<file path="src/rtl/flash_rd_seq.sv">
// flash_rd_seq: on request, walks flash addresses 0..7 under CE0, samples the
// single-bit DOUT at each address and presents the assembled byte.
// An OCD stop (SVSTOP) during the walk aborts it without touching rd_data.
module flash_rd_seq #(
  parameter int WAIT_CYC = 2
) (
  input  logic       clk,
  input  logic       rst_res_n,
  input  logic       req,
  input  logic       SVSTOP,
  input  logic       DOUT,
  output logic       cibc_ce0,
  output logic [2:0] addr,
  output logic       busy,
  output logic [7:0] rd_data,
  output logic       rd_valid,
  output logic       rd_abort
);

  // state  | meaning
  // IDLE   | waiting for req; CE0 low, addr holds last value
  // SETUP  | CE0 low, addr stable for one cycle before the access window
  // ACCESS | CE0 high for WAIT_CYC+1 cycles; DOUT sampled on the last one
  // DONE   | byte published, rd_valid high for one cycle
  typedef enum logic [1:0] {
    IDLE   = 2'd0,
    SETUP  = 2'd1,
    ACCESS = 2'd2,
    DONE   = 2'd3
  } state_t;

  localparam logic [3:0] WAIT_LD = 4'(WAIT_CYC);

  state_t     state_q, state_d;
  logic [2:0] idx_q, idx_d;
  logic [3:0] wcnt_q, wcnt_d;
  logic [7:0] shadow_q, shadow_d;
  logic       ce0_d;
  logic [2:0] addr_d;
  logic       busy_d;
  logic [7:0] rd_data_d;
  logic       valid_d;
  logic       abort_d;

  // State and output registers; every output is a flop.
  always_ff @(posedge clk) begin
    if (!rst_res_n) begin
      state_q  <= IDLE;
      idx_q    <= 3'd0;
      wcnt_q   <= 4'd0;
      shadow_q <= 8'h00;
      cibc_ce0 <= 1'b0;
      addr     <= 3'd0;
      busy     <= 1'b0;
      rd_data  <= 8'h00;
      rd_valid <= 1'b0;
      rd_abort <= 1'b0;
    end else begin
      state_q  <= state_d;
      idx_q    <= idx_d;
      wcnt_q   <= wcnt_d;
      shadow_q <= shadow_d;
      cibc_ce0 <= ce0_d;
      addr     <= addr_d;
      busy     <= busy_d;
      rd_data  <= rd_data_d;
      rd_valid <= valid_d;
      rd_abort <= abort_d;
    end
  end

  // Next-state and next-output decode.
  always_comb begin
    state_d   = state_q;
    idx_d     = idx_q;
    wcnt_d    = wcnt_q;
    shadow_d  = shadow_q;
    ce0_d     = 1'b0;
    addr_d    = addr;
    rd_data_d = rd_data;
    valid_d   = 1'b0;
    abort_d   = 1'b0;

    case (state_q)
      IDLE: begin
        if (req && !SVSTOP) begin
          idx_d    = 3'd0;
          addr_d   = 3'd0;
          shadow_d = 8'h00;
          state_d  = SETUP;
        end
      end
      SETUP: begin
        if (SVSTOP) begin
          abort_d = 1'b1;
          state_d = IDLE;
        end else begin
          wcnt_d  = WAIT_LD;
          ce0_d   = 1'b1;
          state_d = ACCESS;
        end
      end
      ACCESS: begin
        if (SVSTOP) begin
          // shadow is simply abandoned; rd_data keeps the last good byte
          abort_d = 1'b1;
          state_d = IDLE;
        end else if (wcnt_q != 4'd0) begin
          wcnt_d = wcnt_q - 4'd1;
          ce0_d  = 1'b1;
        end else begin
          shadow_d[idx_q] = DOUT;
          if (idx_q == 3'd7) begin
            rd_data_d = shadow_d;
            valid_d   = 1'b1;
            state_d   = DONE;
          end else begin
            idx_d   = idx_q + 3'd1;
            addr_d  = idx_q + 3'd1;
            state_d = SETUP;
          end
        end
      end
      DONE: begin
        state_d = IDLE;
      end
      default: begin
        state_d = IDLE;
      end
    endcase

    busy_d = (state_d != IDLE);
  end

endmodule
</file>
<file path="config.mk">
export PLATFORM = sky130hd
export DESIGN_NAME = flash_rd_seq
export DESIGN_NICKNAME = d
export VERILOG_FILES = /design/src/rtl/flash_rd_seq.sv
export SDC_FILE = /design/constraint.sdc
export NUM_CORES = 1
export LEC_CHECK = 0
export BUFFER_PORTS_ARGS = -buffer_cell sky130_fd_sc_hd__buf_2
export CORE_MARGIN = 1.5
export CORE_UTILIZATION = 42
export CTS_BUF_LIST = sky130_fd_sc_hd__clkbuf_4
export DETAILED_ROUTE_END_ITERATION = 10
export PLACE_DENSITY = 0.67
export SETUP_SLACK_MARGIN = 0.5
export SLEW_MARGIN = 10
export SYNTH_ARGS = -nofsm -noshare
export SYNTH_HDL_FRONTEND = slang
export SYNTH_SLANG_ARGS = --single-unit
</file>
<file path="constraint.sdc">
create_clock -name clk -period 2.11 [get_ports clk]
set_clock_uncertainty 0.2 [all_clocks]
set_input_delay 0.1055 -clock clk [delete_from_list [all_inputs] [get_ports clk]]
set_output_delay 0.1055 -clock clk [all_outputs]
set_load 0.02 [all_outputs]
</file>
-- Word level (Yosys, flattened, before mapping)
Index checks and enable logic that the tools add are counted.
- input bits: 5
- output and inout bits: 15
- word-level logic and storage cells: 70
- bits in registers: 29
- bitwise logic cells: 4
- reduce and logical (&&, ||, !) cells: 15
- magnitude comparators: 2
- multiplexer cells: 28
- $add $sub $neg: 2
- eq/ne operators: 10
- operators by type and width (kind ; number):
    $mux W8 ; 3
    $pmux W8 S2 ; 1
    $mux W3 ; 4
    $mux W4 ; 3
    $ne A2 B2 Y1 const B ; 6
    $reduce_and A4 Y1 ; 3
    $mux W2 ; 5
    $bwmux W8 ; 1
    $pmux W2 S4 ; 1
    $pmux W4 S2 ; 1
    $mux W1 ; 6
    $pmux W3 S2 ; 1
    $reduce_bool A2 Y1 ; 3
    $reduce_and A5 Y1 ; 1
    $eq A2 B2 Y1 const B ; 2
    $lt A3 B4 Y1 const B ; 1
    $not A1 Y1 ; 4
    $reduce_bool A4 Y1 ; 1
    $reduce_or A4 Y1 ; 1
    $sub A4 B1 Y4 const B ; 1
    $add A3 B1 Y3 const B ; 1
    $demux W1 S3 ; 1
    $eq A3 B3 Y1 const B ; 1
    $ge A3 B1 Y1 const B ; 1
    other kinds (7) ; 8

-- Logic depth before layout (Yosys ltp)
Gate-level depths: netlist (run 1).
- depth after elaboration: 8
- mapped depth: 8
- depth with buffers taken out: 6

-- Least setup slack after synthesis (run 1)
No wires, ideal clock.
- kind: reg-to-reg
- from: register wcnt_q[0]
- to: register shadow_q[1]
- buffers on the path: 1
- arrival time: 1.590 ns
- required time: 1.785 ns
- stages on the path, launching flop included: 8
- path slack: 0.195 ns
- clock period less this slack: 1.915 ns
- setup time: 0.125 ns
- cells stage by stage: dfxtp_1 -> inv_1 -> ha_1 -> or3b_4 -> a2111oi_2 -> nor2b_1 -> buf_2 -> o2bb2ai_1
- longest elaborated chain between the ends: 3
- RTL lines (element ; line ; text):
    start: declaration ; 36 ; logic [3:0] wcnt_q, wcnt_d;
    start signal: assignment ; 61 ; wcnt_q <= wcnt_d;
    $reduce_bool A4 Y1 ; 108 ; end else if (wcnt_q != 4'd0) begin
    $ne A2 B2 Y1 (no source line) ; n/a ;
    $reduce_and A4 Y1 (no source line) ; n/a ;
    end signal: assignment ; 62 ; shadow_q <= shadow_d;
    end: declaration ; 37 ; logic [7:0] shadow_q, shadow_d;
Every way passes these cells.
A chain may end at the register's enable or synchronous reset.

-- Worst setup path in the final report (run 1)
- from: register wcnt_q[1]
- to: register shadow_q[1]
Same word-level chain as after synthesis.

==> results of run 1 <==
## final cells by class
| cell class | count | share of cell area, % |
|---|---|---|
| tap | 44 | 3.02 |
| sequential | 29 | 32.1 |
| timing repair buffer | 33 | 11.7 |
| multi-input combinational | 99 | 49.7 |
| clock inverter | 1 | 0.275 |
| inverter | 6 | 1.24 |
| clock buffer | 5 | 2.06 |
## per-stage QoR
| stage | hold WS, ns | utilization (%) |
|---|---|---|
| after global placement | 0.244 | 51.0 |
| after floorplan | -0.0160 | - |
| after global routing | 0.0310 | 58.3 |
| after detailed placement | 0.255 | 51.0 |
| final | 0.0258 | 58.3 |
| after CTS | 0.0200 | 55.7 |
## worst max-delay path by stage
stage                                          end  slack [ns]  cells past startpoint              startpoint
after detailed placement  shadow_q[6]$_SDFFE_PN0P_        0.09                      6   state_q[0]$_SDFF_PN0_
after global routing         idx_q[2]$_SDFFE_PN0P_        0.13                      6  wcnt_q[1]$_SDFFE_PN0P_
after floorplan           shadow_q[1]$_SDFFE_PN0P_        0.29                      7  wcnt_q[1]$_SDFFE_PN0P_
after CTS                    idx_q[1]$_SDFFE_PN0P_        0.20                      6  wcnt_q[1]$_SDFFE_PN0P_
after global placement       idx_q[0]$_SDFFE_PN0P_        0.19                      6  wcnt_q[1]$_SDFFE_PN0P_
final                     shadow_q[1]$_SDFFE_PN0P_        0.19                      6  wcnt_q[1]$_SDFFE_PN0P_
## worst max-delay path: stages, from the launching register on
cell and delay [ns]:
dfxtp_2 0.33, inv_2 0.07, ha_4 0.13, or3b_4 0.42, a2111oi_4 0.37, nor2b_4 0.13, o2bb2ai_1 0.15
## state kept, by name, indices dropped and copies added (netlist names)
signal and count:
shadow_q 8, idx_q 3, wcnt_q 4, cibc_ce0 1, rd_abort 1, state_q 2
rd_valid 1, busy 1, rd_data 8
## layout by cell type (no fill, tap or decap), types with 4 or more instances in the layout
master      n
mux2i_1    11
nand2_1    13
dfxtp_1    26
nand3_1     4
o2bb2ai_2   5
nand3b_1    4
ha_1        4
nor2_1      5
o211a_1     9
nor3b_1     4
buf_2      19
buf_4      10
clkbuf_4    5
## cell families (layout without fill, tap and decap cells)
family / Yosys count / count (layout) / share of synthesized area (%)
AO/OA/AOI/OAI: 31 / 31 / 18.7
adder cells (fa/ha/maj): 7 / 7 / 6.21
buffers and inverters: 16 / 45 / 4.52
multiplexers: 12 / 12 / 8.60
XOR/XNOR: 2 / 2 / 1.24
AND/OR/NAND/NOR: 46 / 47 / 19.6
flip-flops: 29 / 29 / 41.1
## power by group through the flow
stage	clock network, uW	logic [uW]	registers, uW
global route	333	358	590
detailed placement	0	249	597
floorplan	0	177	603
finish	303	332	588
global placement	0	239	595
CTS	302	288	583
## layer usage
metal | up-vias | global-route usage, % | routed length, um
met1 | 536 | 22.0 | 1340
met5 | - | 0 | 0
met4 | 0 | 9.94 | 74
li1 | 579 | - | -
met2 | 18 | 34.7 | 1720
met3 | 7 | 4.48 | 114
## repair_timing
action | in CTS | in global routing
hold buffers | 2 | 0
gates resized for setup | 13 | 14
cloned | 1 | 0
pin swaps | 4 | 5
endpoints found under the hold margin | 3 | 0
setup buffers | 4 | 2
setup endpoints to repair | 27 | 27
==> summary.md, run 1 <==
| Metric | Value |
|---|---|
| Starting Density | 45.1% |
| Final Max Tran Viols | 0 |
| P_leak | 0.000858 uW |
| Remaining DRCs | 0 |
| Part of the power in the clock network | approximately 25% |
| VDD IR-drop max | 0.372 mV |
| Drt initial violations | 42 |
| Antenna Nets Post-Route | 0 |
| Synthesized flop and latch total | 29 |
| Total power | 1220 uW |
| Grt ovf | 0 |
| Gr usage total | 19.6% |
| Pwr/cell area | 671 mW/mm2 |
| Max_slew headroom | a little under three quarters |
| CP Launch Type | register |
| I/O pin cnt | 20 |
| Worst-Margin Slew | about 0.43 ns |
| Most frequent cells after synthesis | 29 x dfxtp_1, 13 x nand2_1, 11 x mux2i_1 |
| Max clock buf depth | 2 |
| Reg area | roughly 580 um2 |
| Net Sw Frac | between 30 and 40% |
| Pre-CTS WS | a little under 0.09 ns |
| Fin. Hold Viols | 0 |
| WL per Instance | between 10 and 15 um |
| Outcome | finished, final reports clean |
| Total Neg Setup Slack | 0 ns |
| Cell count after synthesis | 143 |
| Net Switching | 383 uW |
| Worst r2r dst | shadow_q[1]$_SDFFE_PN0P_ |
| Gpl congestion | ~0.70 |
| Top_reg_cell synth | dfxtp_1 |
| Fmax | 520 MHz |
| Worst-path clk slew | 0.09 ns |
| Synthesized area | 0.00141 mm2 |
| Worst R2R Setup Slack | ~0.19 ns |
| Die X | slightly above 60 um |
| Vias per inst | 5.25 |
| Worst EP required | 2.13 ns |
| Share of layout cells above drive strength 1 | 38.2% |
| Mapped Nets | 155 |
| Area of the multi-input gates | 906 um2 |
| Setup-failing EPs final | 0 |
| R2R Path Start | wcnt_q[1]$_SDFFE_PN0P_ |
| Clock Latency Late Sink | 0.33 ns |
| DIE AREA | 0.00372 mm2 |
| Fin cells | about 220 |
| Crit path kind | register to register |
| Largest net degree at the start of global routing | 25 |
| Syn avg cell area | 9.87 um2 |
| Number of max-cap violations | 0 |
| CTS tree | built |
| Hold path start | rst_res_n |
| DP Area | 0.00160 mm2 |
| RSZ-0062 raised after global routing | true |
| Clock sinks | 29 |
| Post-Place Cells | 202 |
| Tcrit/Tclk final | a little over 90% |
| Global-route wire length before repair | 5180 um |
| FP Rows | 20 |
| Number of H-tree levels | 2 |
| Hold depth | 2 |
| CORE AREA | 0.00313 mm2 |
| Nets | 186 |
| Area leader, netlist | dfxtp_1 |
| Sequential power share | between 40% and 50% |
| Sequential-to-total area share from yosys stat | 41.1% |
| Area Growth Syn to Fin | 29.2% |
| Total CTS buffers | 5 |
| Minimum clock period | 1.92 ns |
| Worst R2R Path Depth | 6 |
| Die Span Y | 61.0 um |
| Hold path endpoint | wcnt_q[1]$_SDFFE_PN0P_ |
| Iteration count of the initial detailed-routing pass | 4 |
| Library cells used by synthesis | 35 |
| Worst EP arrival | between 1.5 and 2 ns |
| Maximum fanout along the worst path | 8 |
| Post-synth EDFFs | 0 |
| Fillers | between 200 and 300 |
| Aggregate routed wire length | 3250 um |
| Finished Cell Area | between 0.0015 and 0.002 mm2 |
| Crit path setup slack, layout | approximately 0.19 ns |
| Via count | approximately 1100 |
| Initial antenna violation count | 0 |
| Endpoint class of the critical path | register |
| Min-Delay Path Class | input port to register |
| Top-count cell post-synth | dfxtp_1 |
| Vias in the first global route | roughly 1200 |
| Synth warnings | 0 |
| Largest cells by area after synthesis | dfxtp_1 41%, mux2i_1 7.8%, o211a_1 6.4% |
| Diode count | 0 |
| IO Port Bufs | 19 |
| Power Internal | 840 uW |
| Post-DP HPWL | between 2000 and 2500 um |
| Yosys top cell area share | 41.1% |
| Clk root buf | clkbuf_4 |
| Async SR Flop Fraction | 0% |
| Logic gate share of total power | 27.2% |
Note: power is estimated with default switching activity, not from simulation.
==> run 2: changes to the inputs <==
--- a/config.mk
+++ b/config.mk
@@ -6,11 +6,13 @@
 export NUM_CORES = 1
 export LEC_CHECK = 0
 export BUFFER_PORTS_ARGS = -buffer_cell sky130_fd_sc_hd__buf_2
+export CELL_PAD_IN_SITES_DETAIL_PLACEMENT = 0
+export CELL_PAD_IN_SITES_GLOBAL_PLACEMENT = 1
 export CORE_MARGIN = 1.5
 export CORE_UTILIZATION = 42
 export CTS_BUF_LIST = sky130_fd_sc_hd__clkbuf_4
 export DETAILED_ROUTE_END_ITERATION = 10
-export PLACE_DENSITY = 0.67
+export PLACE_DENSITY = 0.81
 export SETUP_SLACK_MARGIN = 0.5
 export SLEW_MARGIN = 10
 export SYNTH_ARGS = -nofsm -noshare
==> run 2 against run 1 <==
Effect of this change: cell area is 3.2% higher; utilization is 1.8 points higher; non-clock buffer count is 1 higher; die area stayed put; routed wire length is 5.2% lower; critical path type unchanged.
==> summary.md, run 2 (synthesized netlist as in run 1, its figures left out) <==
| Metric | Value |
|---|---|
| Minimum clock period | 1.91 ns |
| Gr usage total | 18.7% |
| Routed wl met3 | between 100 and 150 um |
| Starting Density | a little under half |
| Slowest cell on crit path | or3b_4 |
| RSZ-0062 raised after global routing | true |
| Fmax | 524 MHz |
| Clock sinks | 29 |
| Clock Latency Late Sink | 0.33 ns |
| CORE AREA | 0.00313 mm2 |
| CTS tree | built |
| Antenna Nets Post-Route | 0 |
| VDD IR-drop max | roughly 0.45 mV |
| Nets | ~190 |
| Initial antenna violation count | 0 |
| Gpl congestion | between 0.8 and 0.9 |
| DIE AREA | 0.00372 mm2 |
| Number of max-cap violations | 0 |
| Vias per inst | between 5 and 6 |
| Die X | around 61 um |
| Tcrit/Tclk final | ~90% |
| Hold path start | req |
| Worst-Margin Slew | 0.529 ns |
| Iteration count of the initial detailed-routing pass | 4 |
| Setup-failing EPs final | 0 |
| Vias in the first global route | 1121 |
| Share of layout cells above drive strength 1 | between 30% and 40% |
| CP bufs+invs | 1 |
| Aggregate routed wire length | 3080 um |
| Fin. Hold Viols | 0 |
| Maximum fanout along the worst path | 8 |
| WL per Instance | 14.1 um |
| M1 WL | 1390 um |
| P_leak | 0.000881 uW |
| Fin cells | 219 |
| CP max stage delay | approximately 0.42 ns |
| Global-route wire length before repair | 4970 um |
| Crit path setup slack, layout | 0.203 ns |
| Clk root buf | clkbuf_4 |
| Area Growth Syn to Fin | 33.2% |
| Total CTS buffers | 5 |
| Remaining DRCs | 0 |
| Finished Core Util | 60.1% |
| Commonest non-fill, non-tap cell in the layout | dfxtp_1 |
| Hold path endpoint | state_q[0]$_SDFF_PN0_ |
| Endpoint class of the critical path | register |
| Grt ovf | 0 |
| Via count | roughly 1100 |
| Total Neg Setup Slack | 0 ns |
| Cell family with most CP delay | simple AND/OR/NAND/NOR gates |
| CP Launch Type | register |
| Max_slew headroom | 64.6% |
| Post-Place Cells | 200 |
| Number of H-tree levels | 2 |
| Worst EP required | ~2.1 ns |
| Crit path kind | register to register |
| IO Port Bufs | 19 |
| I/O pin cnt | 20 |
| Pwr/cell area | 768 mW/mm2 |
| Die Span Y | 61.0 um |
| Crit-path cells | inv_2, ha_4, or3b_4, a2111oi_4, nor2b_4, o2bb2ai_1 |
| Post-DP HPWL | around 2100 um |
| DR top layer | met4 |
| Worst R2R Path Depth | 6 |
| R2R Path Start | wcnt_q[1]$_SDFFE_PN0P_ |
| Min-Delay Path Class | input port to register |
| Total power | about 1400 uW |
| Worst r2r dst | shadow_q[5]$_SDFFE_PN0P_ |
| Hold depth | 4 |
| Largest regs | rd_data: 8 flops, shadow_q: 8 flops, wcnt_q: 4 flops |
| Most frequent cells in the layout | 24 x dfxtp_1, 19 x buf_2, 13 x nand2_1 |
| Largest net degree at the start of global routing | 14 |
| Pre-CTS WS | -0.0490 ns |
| Worst-path clk slew | 0.10 ns |
| Outcome | finished, final reports clean |
| Final Max Tran Viols | 0 |
| Drt initial violations | 76 |
| Max clock buf depth | 2 |
| FP Rows | 20 |
| Met2 wire len | 1540 um |
| Diode count | 0 |
| Worst R2R Setup Slack | approximately 0.20 ns |
| Worst EP arrival | between 1.5 and 2 ns |
-- run 2: power breakdown --
group          switching (uW)  internal (uW)  leakage [uW]  total (uW)
sequential               15.3            570      0.000237         586
clock                     203            367     0.0000552         569
combinational             163            126      0.000589         289
-- run 2: repair_timing --
| item | CTS | global route |
|---|---|---|
| cloned | 0 | 0 |
| hold buffers | 7 | 0 |
| resized for setup | 8 | 17 |
| endpoints found under the hold margin | 13 | 0 |
| endpoints found under the setup margin | 27 | 27 |
| pin swaps | 5 | 6 |
| setup buffers | 3 | 1 |
-- run 2: worst min-delay path, cell delays in order --
cell and delay, ns:
buf_2 0.11, nand2b_1 0.09, mux2_2 0.16, a21oi_2 0.05
-- run 2: layout make-up --
type                       count  area, um2
timing repair buffer          34        229
sequential                    29        587
clock buffer                   5       37.5
inverter                       6       22.5
fill                         281       1250
tap                           44       55.1
multi-input combinational     98        885
clock inverter                 3       65.1
-- run 2: worst max path at each step --
stage	endpoint	from	depth (start not counted)
2_1_floorplan	shadow_q[1]$_SDFFE_PN0P_	wcnt_q[1]$_SDFFE_PN0P_	7
3_3_place_gp	shadow_q[0]$_SDFFE_PN0P_	state_q[0]$_SDFF_PN0_	6
3_5_place_dp	shadow_q[5]$_SDFFE_PN0P_	state_q[0]$_SDFF_PN0_	6
4_1_cts	shadow_q[5]$_SDFFE_PN0P_	wcnt_q[1]$_SDFFE_PN0P_	6
5_1_grt	rd_data[3]$_SDFFE_PN0P_	wcnt_q[1]$_SDFFE_PN0P_	6
6_report	shadow_q[5]$_SDFFE_PN0P_	wcnt_q[1]$_SDFFE_PN0P_	6
-- run 2: per-layer routing --
| layer | up-vias | GRT usage (%) |
|---|---|---|
| met3 | 4 | 4.48 |
| met4 | 0 | 9.32 |
| met2 | 23 | 32.4 |
| met5 | - | 0 |
| li1 | 582 | - |
| met1 | 540 | 21.4 |
-- run 2: through the flow --
| step | instance area [um2] | hold WS [ns] |
|---|---|---|
| final | 1880 | 0.0220 |
| after CTS | 1800 | 0.00141 |
| after global routing | 1880 | 0.00569 |
| after floorplan | 1450 | -0.0160 |
| after detailed placement | 1580 | 0.248 |
| after global placement | 1580 | 0.244 |
